==> config.mk <==
export PLATFORM = sky130hd
export DESIGN_NAME = axi_bridge_ip_rx
export DESIGN_NICKNAME = d
export VERILOG_FILES = /design/src/rtl/axi_bridge_ip_rx_pkg.sv /design/src/rtl/axi_bridge_rx_fifo.sv /design/src/rtl/axi_bridge_ip_rx.sv
export SDC_FILE = /design/constraint.sdc
export NUM_CORES = 2
export LEC_CHECK = 0
export ABC_AREA = 1
export CAP_MARGIN = 10
export CORE_UTILIZATION = 50
export CTS_CLUSTER_DIAMETER = 30
export DETAILED_ROUTE_END_ITERATION = 12
export GPL_TIMING_DRIVEN = 0
export PLACE_DENSITY = 0.77
export SLEW_MARGIN = 20
export SYNTH_ARGS = -nofsm -noshare
export SYNTH_HDL_FRONTEND = slang
export SYNTH_SLANG_ARGS = --single-unit
==> constraint.sdc <==
create_clock -name clk -period 43.7 [get_ports clk]
set_clock_uncertainty 0.2 [all_clocks]
set_input_delay 4.37 -clock clk [delete_from_list [all_inputs] [get_ports clk]]
set_output_delay 4.37 -clock clk [all_outputs]
set_load 0.02 [all_outputs]
==> src/rtl/axi_bridge_ip_rx_pkg.sv <==
`timescale 1ns/1ps
`default_nettype none
// ----------------------------------------------------------------------------
// Module : axi_bridge_ip_rx_pkg -- shared types and beat-legality helpers
// Rev    : 1.0
// ----------------------------------------------------------------------------
package axi_bridge_ip_rx_pkg;

  localparam int MAX_KEEP_W = 256;
  localparam int MAX_CNT_W  = 9;

  typedef enum logic [1:0] {
    IDLE   = 2'd0,
    IN_PKT = 2'd1,
    DROP   = 2'd2
  } rx_state_e;

  // Sideband bits that sit above {tkeep, tdata} in each FIFO word.
  typedef struct packed {
    logic tuser;
    logic tlast;
  } rx_beat_t;

  function automatic logic [MAX_KEEP_W-1:0] keep_from_nbytes(
    input logic [MAX_CNT_W-1:0] nbytes,
    input int                   nbytes_max
  );
    logic [MAX_KEEP_W-1:0] k;
    k = '0;
    for (int i = 0; i < MAX_KEEP_W; i++) begin
      if ((i < int'(nbytes)) && (i < nbytes_max)) begin
        k[i] = 1'b1;
      end
    end
    return k;
  endfunction

  function automatic logic nbytes_illegal_f(
    input logic [MAX_CNT_W-1:0] nbytes,
    input int                   nbytes_max,
    input logic                 is_last
  );
    int n;
    n = int'(nbytes);
    if ((n == 0) || (n > nbytes_max)) begin
      return 1'b1;
    end
    return !is_last && (n != nbytes_max);
  endfunction

endpackage : axi_bridge_ip_rx_pkg
`default_nettype wire

==> src/rtl/axi_bridge_rx_fifo.sv <==
`timescale 1ns/1ps
`default_nettype none
// ----------------------------------------------------------------------------
// Module : axi_bridge_rx_fifo -- first-word-fall-through FIFO, head held in flops
// Rev    : 1.0
// ----------------------------------------------------------------------------
module axi_bridge_rx_fifo #(
  parameter int WIDTH = 8,
  parameter int DEPTH = 4
) (
  input  logic             clk,
  input  logic             rst,
  input  logic             push_i,
  input  logic [WIDTH-1:0] din_i,
  input  logic             pop_i,
  output logic [WIDTH-1:0] dout_o,
  output logic             valid_o,
  output logic             full_next_o
);

  localparam int AW = $clog2(DEPTH);
  localparam int OW = $clog2(DEPTH + 1);

  logic [WIDTH-1:0] mem_q [DEPTH];
  logic [AW-1:0]    wr_ptr_q;
  logic [AW-1:0]    rd_ptr_q;
  logic [OW-1:0]    mem_cnt_q;
  logic             out_valid_q;
  logic [WIDTH-1:0] out_data_q;

  logic          do_pop;
  logic          out_free;
  logic          mem_empty;
  logic          load_mem;
  logic          push_mem;
  logic [OW-1:0] occ;
  logic [OW-1:0] occ_d;

  assign do_pop    = out_valid_q && pop_i;
  assign out_free  = !out_valid_q || do_pop;
  assign mem_empty = (mem_cnt_q == '0);
  assign load_mem  = out_free && !mem_empty;
  // An empty FIFO lets the incoming word go straight into the head register.
  assign push_mem  = push_i && !(out_free && mem_empty);

  assign occ   = mem_cnt_q + OW'(out_valid_q);
  assign occ_d = occ + OW'(push_i) - OW'(do_pop);

  assign full_next_o = (occ_d == OW'(DEPTH));
  assign valid_o     = out_valid_q;
  assign dout_o      = out_data_q;

  always_ff @(posedge clk) begin
    if (push_mem) begin
      mem_q[wr_ptr_q] <= din_i;
    end
  end

  always_ff @(posedge clk or posedge rst) begin
    if (rst) begin
      wr_ptr_q    <= '0;
      rd_ptr_q    <= '0;
      mem_cnt_q   <= '0;
      out_valid_q <= 1'b0;
      out_data_q  <= '0;
    end else begin
      if (push_mem) begin
        wr_ptr_q <= wr_ptr_q + 1'b1;
      end
      if (load_mem) begin
        rd_ptr_q <= rd_ptr_q + 1'b1;
      end
      mem_cnt_q <= mem_cnt_q + OW'(push_mem) - OW'(load_mem);
      if (load_mem) begin
        out_valid_q <= 1'b1;
        out_data_q  <= mem_q[rd_ptr_q];
      end else if (out_free) begin
        out_valid_q <= push_i;
        if (push_i) begin
          out_data_q <= din_i;
        end
      end
    end
  end

endmodule : axi_bridge_rx_fifo
`default_nettype wire

==> src/rtl/axi_bridge_ip_rx.sv <==
`timescale 1ns/1ps
`default_nettype none
// ----------------------------------------------------------------------------
// Module : axi_bridge_ip_rx -- link beats to AXI4-Stream with abort on bad beats
// Rev    : 1.0   Optional: AXI_BRIDGE_IP_RX_STATS_EN adds stat_pkts/stat_bytes
// ----------------------------------------------------------------------------
module axi_bridge_ip_rx
  import axi_bridge_ip_rx_pkg::*;
#(
  parameter int DATA_W     = 256,
  parameter int FIFO_DEPTH = 4,
  parameter int NBYTES     = DATA_W / 8,
  parameter int CNT_W      = $clog2(NBYTES + 1)
) (
  input  logic              clk,
  input  logic              rst,
  input  logic              lnk_valid,
  output logic              lnk_ready,
  input  logic [DATA_W-1:0] lnk_data,
  input  logic [CNT_W-1:0]  lnk_nbytes,
  input  logic              lnk_last,
  output logic              m_axis_tvalid,
  input  logic              m_axis_tready,
  output logic [DATA_W-1:0] m_axis_tdata,
  output logic [NBYTES-1:0] m_axis_tkeep,
  output logic              m_axis_tlast,
  output logic              m_axis_tuser,
  output logic              err_sticky,
  output logic [15:0]       err_cnt
`ifdef AXI_BRIDGE_IP_RX_STATS_EN
  ,
  output logic [31:0]       stat_pkts,
  output logic [47:0]       stat_bytes
`endif
);

  localparam int FW = DATA_W + NBYTES + 2;

  rx_state_e   state_q;
  logic        lnk_ready_q;
  logic        err_sticky_q;
  logic [15:0] err_cnt_q;

  logic                 accept;
  logic                 illegal;
  logic                 push;
  logic                 drop_next;
  logic [MAX_CNT_W-1:0] nb_ext;
  logic [MAX_CNT_W-1:0] nb_clamp;
  logic [NBYTES-1:0]    keep;
  rx_beat_t             ctl;
  logic [FW-1:0]        fifo_din;
  logic [FW-1:0]        fifo_dout;
  logic                 fifo_valid;
  logic                 fifo_full_next;

  assign accept   = lnk_valid && lnk_ready_q;
  assign nb_ext   = MAX_CNT_W'(lnk_nbytes);
  assign illegal  = nbytes_illegal_f(nb_ext, NBYTES, lnk_last);
  assign nb_clamp = (nb_ext == '0) ? MAX_CNT_W'(1) : nb_ext;
  assign keep     = NBYTES'(keep_from_nbytes(nb_clamp, NBYTES));

  // A bad beat becomes a one-beat terminator so downstream sees tlast+tuser.
  assign ctl.tuser = illegal;
  assign ctl.tlast = lnk_last || illegal;
  assign fifo_din  = {ctl, keep, lnk_data};
  assign push      = accept && (state_q != DROP);

  assign drop_next = accept ? ((state_q == DROP) ? !lnk_last : (illegal && !lnk_last))
                            : (state_q == DROP);

  axi_bridge_rx_fifo #(
    .WIDTH (FW),
    .DEPTH (FIFO_DEPTH)
  ) u_fifo (
    .clk         (clk),
    .rst         (rst),
    .push_i      (push),
    .din_i       (fifo_din),
    .pop_i       (m_axis_tready),
    .dout_o      (fifo_dout),
    .valid_o     (fifo_valid),
    .full_next_o (fifo_full_next)
  );

  // Ready is registered from the post-update occupancy, so tready only reaches a flop.
  always_ff @(posedge clk or posedge rst) begin
    if (rst) begin
      state_q      <= IDLE;
      lnk_ready_q  <= 1'b0;
      err_sticky_q <= 1'b0;
      err_cnt_q    <= 16'd0;
    end else begin
      lnk_ready_q <= drop_next || !fifo_full_next;
      if (accept) begin
        case (state_q)
          IDLE, IN_PKT: begin
            if (illegal) begin
              state_q      <= lnk_last ? IDLE : DROP;
              err_sticky_q <= 1'b1;
              if (err_cnt_q != 16'hFFFF) begin
                err_cnt_q <= err_cnt_q + 16'd1;
              end
            end else begin
              state_q <= lnk_last ? IDLE : IN_PKT;
            end
          end
          DROP: begin
            if (lnk_last) begin
              state_q <= IDLE;
            end
          end
          default: state_q <= IDLE;
        endcase
      end
    end
  end

  assign lnk_ready     = lnk_ready_q;
  assign err_sticky    = err_sticky_q;
  assign err_cnt       = err_cnt_q;
  assign m_axis_tvalid = fifo_valid;
  assign {m_axis_tuser, m_axis_tlast, m_axis_tkeep, m_axis_tdata} = fifo_dout;

`ifdef AXI_BRIDGE_IP_RX_STATS_EN
  logic [31:0] stat_pkts_q;
  logic [47:0] stat_bytes_q;
  logic        good_hs;

  assign good_hs = m_axis_tvalid && m_axis_tready && !m_axis_tuser;

  always_ff @(posedge clk or posedge rst) begin
    if (rst) begin
      stat_pkts_q  <= 32'd0;
      stat_bytes_q <= 48'd0;
    end else if (good_hs) begin
      stat_bytes_q <= stat_bytes_q + 48'($countones(m_axis_tkeep));
      if (m_axis_tlast) begin
        stat_pkts_q <= stat_pkts_q + 32'd1;
      end
    end
  end

  assign stat_pkts  = stat_pkts_q;
  assign stat_bytes = stat_bytes_q;
`else
  // Statistics build option disabled: no counters or ports.
`endif

endmodule : axi_bridge_ip_rx
`default_nettype wire

==> impl_metrics.csv <==
group,metric,value,unit
synthesis,synth_seq_area_share,71.7,%
sta,max_freq,142,MHz
synthesis,number_of_different_library_cells_in_the_post_synthesis_netlist,35,
sta,timing.slew.headroom,45.7,%
sta,grt_setup_unrepaired,"false",
clock_tree,cts_buffer_depth,4,
synthesis,yosysWarningCount,0,
worst_setup_path,critical_path_capture_point_type,"flip-flop",
global_route,antenna_found_initial,43,
sta,timing_worst_slew_pin_value,812,ps
synthesis,synth-edff-count,1160,
routing,drtIter0Drc,5098,
finish,layout.cells.non_filler,8040,
placed_design,port-buffer-count,572,
clock_tree,clk_pin_slew_worst_paths,50,ps
worst_setup_path,worstSetupStartpoint,"lnk_valid",
floorplanning,chipWidth,348,um
sta,timing.final.crit_period,7020,ps
synthesis,netlist_top_cells_area,"edfxtp_1, dfrtp_1, nor2_1",
global_route,grt_start_max_net_pins,88,
routing,detail_route_antenna_nets,0,
synthesis,postSynthRegisterBits,1478,
sta,fin_crit_sh,16.1,%
worst_setup_path,crit_path_end,"u_fifo.mem_q[1][223]",
routing,routed_via_density,5.64,
run,max_cap_violations,0,
global_route,globalRoute.totalOverflow,0,
global_route,via_count_of_the_first_global_routing_pass,45490,
worst_setup_path,rr_endpoint,"u_fifo.mem_q[1][223]",
floorplanning,rows,126,
sta,setup_total_negative_slack,0,ps
clock_tree,cts_tree,"done",
worst_setup_path,rr_startpoint,"lnk_ready",
finish,area_growth_syn_to_layout,32.9,%
pwr,ir_worst_vdd,0.0506,mV
clock_tree,holdBufCountCts,0,
pwr,cellPowerDensity,78.7,nW/um^2
placed_design,place_inst,7476,
placed_design,place_hpwl,113000,um
pwr,leakagePower,30.4,nW
routing,totalWireLength,180000,um
sta,setup_violations,0,
global_route,track_usage,29.3,%
sta,final_hold_viol_count,0,
clock_tree,clock_sinks,1478,
floorplanning,start_util,50.5,%
synthesis,post-synth-top-area-cell,"edfxtp_1",
clock_tree,buffers_inserted_during_post_cts_setup_optimization,0,
synthesis,synth_flop_cell,"edfxtp_1",
synthesis,synth_async_sr_flop_share,21.5,%
synthesis,yosysTopAreaCellShare,58.4,%
routing,wl_per_cell,22.4,um
global_route,grt_first_pass_wirelength,267000,um
finish,design.final.nets,6521,
hold_path,min_path_type,"reg -> reg",
worst_setup_path,regToRegSetupSlack,40270,ps
clock_tree,clock_latency,900,ps
worst_setup_path,worst_setup_path_start_kind,"input port",
placed_design,detailedPlace.worstSlack,35850,ps
sta,finalWorstSetupSlack,36680,ps
floorplanning,ioPinCount,576,
worst_setup_path,worst_r2r_path_depth,9,
worst_setup_path,required,44050,ps
placed_design,routabilityCongestion,0.890,
floorplanning,design.core.area,118000,sq um
synthesis,mappedNetlistArea,59700,sq um
clock_tree,cts_repair_resize_count,0,
clock_tree,h-tree-depth,5,
worst_setup_path,worst-endpoint-arrival,7370,ps
floorplanning,die_height,348,um
sta,timing.final.max_slew_violations,0,
routing,route.vias.total,45382,
routing,detail_route.first_pass.iterations,9,
synthesis,syn-mean-instance-area,11.3,sq um
outcome,status,"finished clean",
worst_setup_path,timing_worst_setup_path_type,"in -> reg",
clock_tree,clk_root_buf,"clkbuf_16",
routing,drc,0,
synthesis,syn-instance-count,5298,
floorplanning,dieArea,121000,sq um
finish,post_route_cells_drive_above_1_share,12.8,%
worst_setup_path,critical_path.max_fanout,21,
clock_tree,cts_inserted_buffers,301,
cell usage after synthesis (5+ instances only):
library cell and count:
clkbuf_2 17, buf_4 36, clkbuf_1 76, dfrtp_1 318, nand3_1 100, xnor2_1 5
a21oi_1 9, buf_2 188, nand2_1 1010, o211ai_1 261, inv_2 5, edfxtp_1 1160
ha_1 8, o21ai_0 547, nor2_1 1405, or2_2 8, buf_1 5, o21ai_1 28
inv_1 70, xor2_1 6, nand4_1 13
cell usage in the layout (no fill, tap or decap), drive strengths merged, types with 103 or more instances in the layout:
| cell | synthesis | layout |
|---|---|---|
| edfxtp | 1160 | 1160 |
| buf | 232 | 299 |
| nor2 | 1411 | 1411 |
| dfrtp | 318 | 318 |
| clkdlybuf4s50 | 0 | 572 |
| nand2 | 1011 | 1011 |
| o21ai | 576 | 576 |
| nand3 | 103 | 103 |
| inv | 75 | 116 |
| clkbuf | 93 | 449 |
| o211ai | 261 | 261 |
flip-flops by register name, indices dropped and copies added (netlist names):
register	cells
u_fifo.mem_cnt_q	3
lnk_ready	1
err_cnt	16
u_fifo.rd_ptr_q	2
u_fifo.dout_o	290
err_sticky	1
state_q	2
u_fifo.mem_q	1160
u_fifo.valid_o	1
u_fifo.wr_ptr_q	2
metal layers:
layer | part of all wire (%) | vias up | routed length [um] | track usage [%]
li1 | - | 20219 | - | -
met1 | 37 | 21905 | 65900 | 36.0
met2 | 48 | 2754 | 86700 | 46.9
met3 | 10 | 484 | 18700 | 7.97
met4 | 4.8 | 20 | 8600 | 16.5
met5 | 0.070 | - | 126 | 0
worst min-delay path by stage:
stage | from | end | slack (ps) | cells past startpoint
4_1_cts | u_fifo.dout_o[227] | u_fifo.dout_o[227] | 280 | 2
3_3_place_gp | u_fifo.dout_o[113] | u_fifo.dout_o[113] | 260 | 2
5_1_grt | u_fifo.dout_o[44] | u_fifo.dout_o[44] | 300 | 2
2_1_floorplan | state_q[0] | state_q[0] | 340 | 2
3_5_place_dp | u_fifo.dout_o[234] | u_fifo.dout_o[234] | 260 | 2
6_report | u_fifo.dout_o[281] | u_fifo.dout_o[281] | 270 | 2
stage by stage:
step                cell area [sq um]  power, W  util, %  hold slack [ps]
floorplan                       59700   0.00311        -              337
global placement                67400   0.00396     57.0              264
detailed placement              69000   0.00392     58.4              264
CTS                             79200   0.00624     67.0              279
global route                    79300   0.00649     67.1              298
finish                          79300   0.00624     67.1              273
report_power, final:
part | switching [W] | internal (W)
sequential | 0.000131 | 0.00184
clock | 0.000752 | 0.00154
combinational | 0.00130 | 0.000680
worst max-delay path: stages:
cell and delay, ps:
clkdlybuf4s50_1 450, nand2_1 140, a21oi_2 330, nand2_1 370, nor2_4 570, buf_12 270, buf_16 200, buf_16 180
buf_12 200, buf_16 190
logic make-up after synthesis:
kind of cell             share of synthesized area (%)
AO/OA/AOI/OAI                                     8.23
XOR/XNOR                                         0.161
adder cells (fa/ha/maj)                          0.268
buffers and inverters                             3.22
flip-flops                                        71.7
other                                          0.00628
AND/OR/NAND/NOR                                   16.4
final cells by class:
type / instances / area [sq um]
inverter: 77 / 298
clock inverter: 176 / 2070
fill: 7990 / 38900
antenna: 32 / 80.1
buffer: 325 / 1630
multi-input combinational: 3421 / 15000
sequential: 1478 / 42800
timing repair buffer: 639 / 7370
tap: 1536 / 1920
clock buffer: 356 / 8120
(Power assumes the default switching activity.)
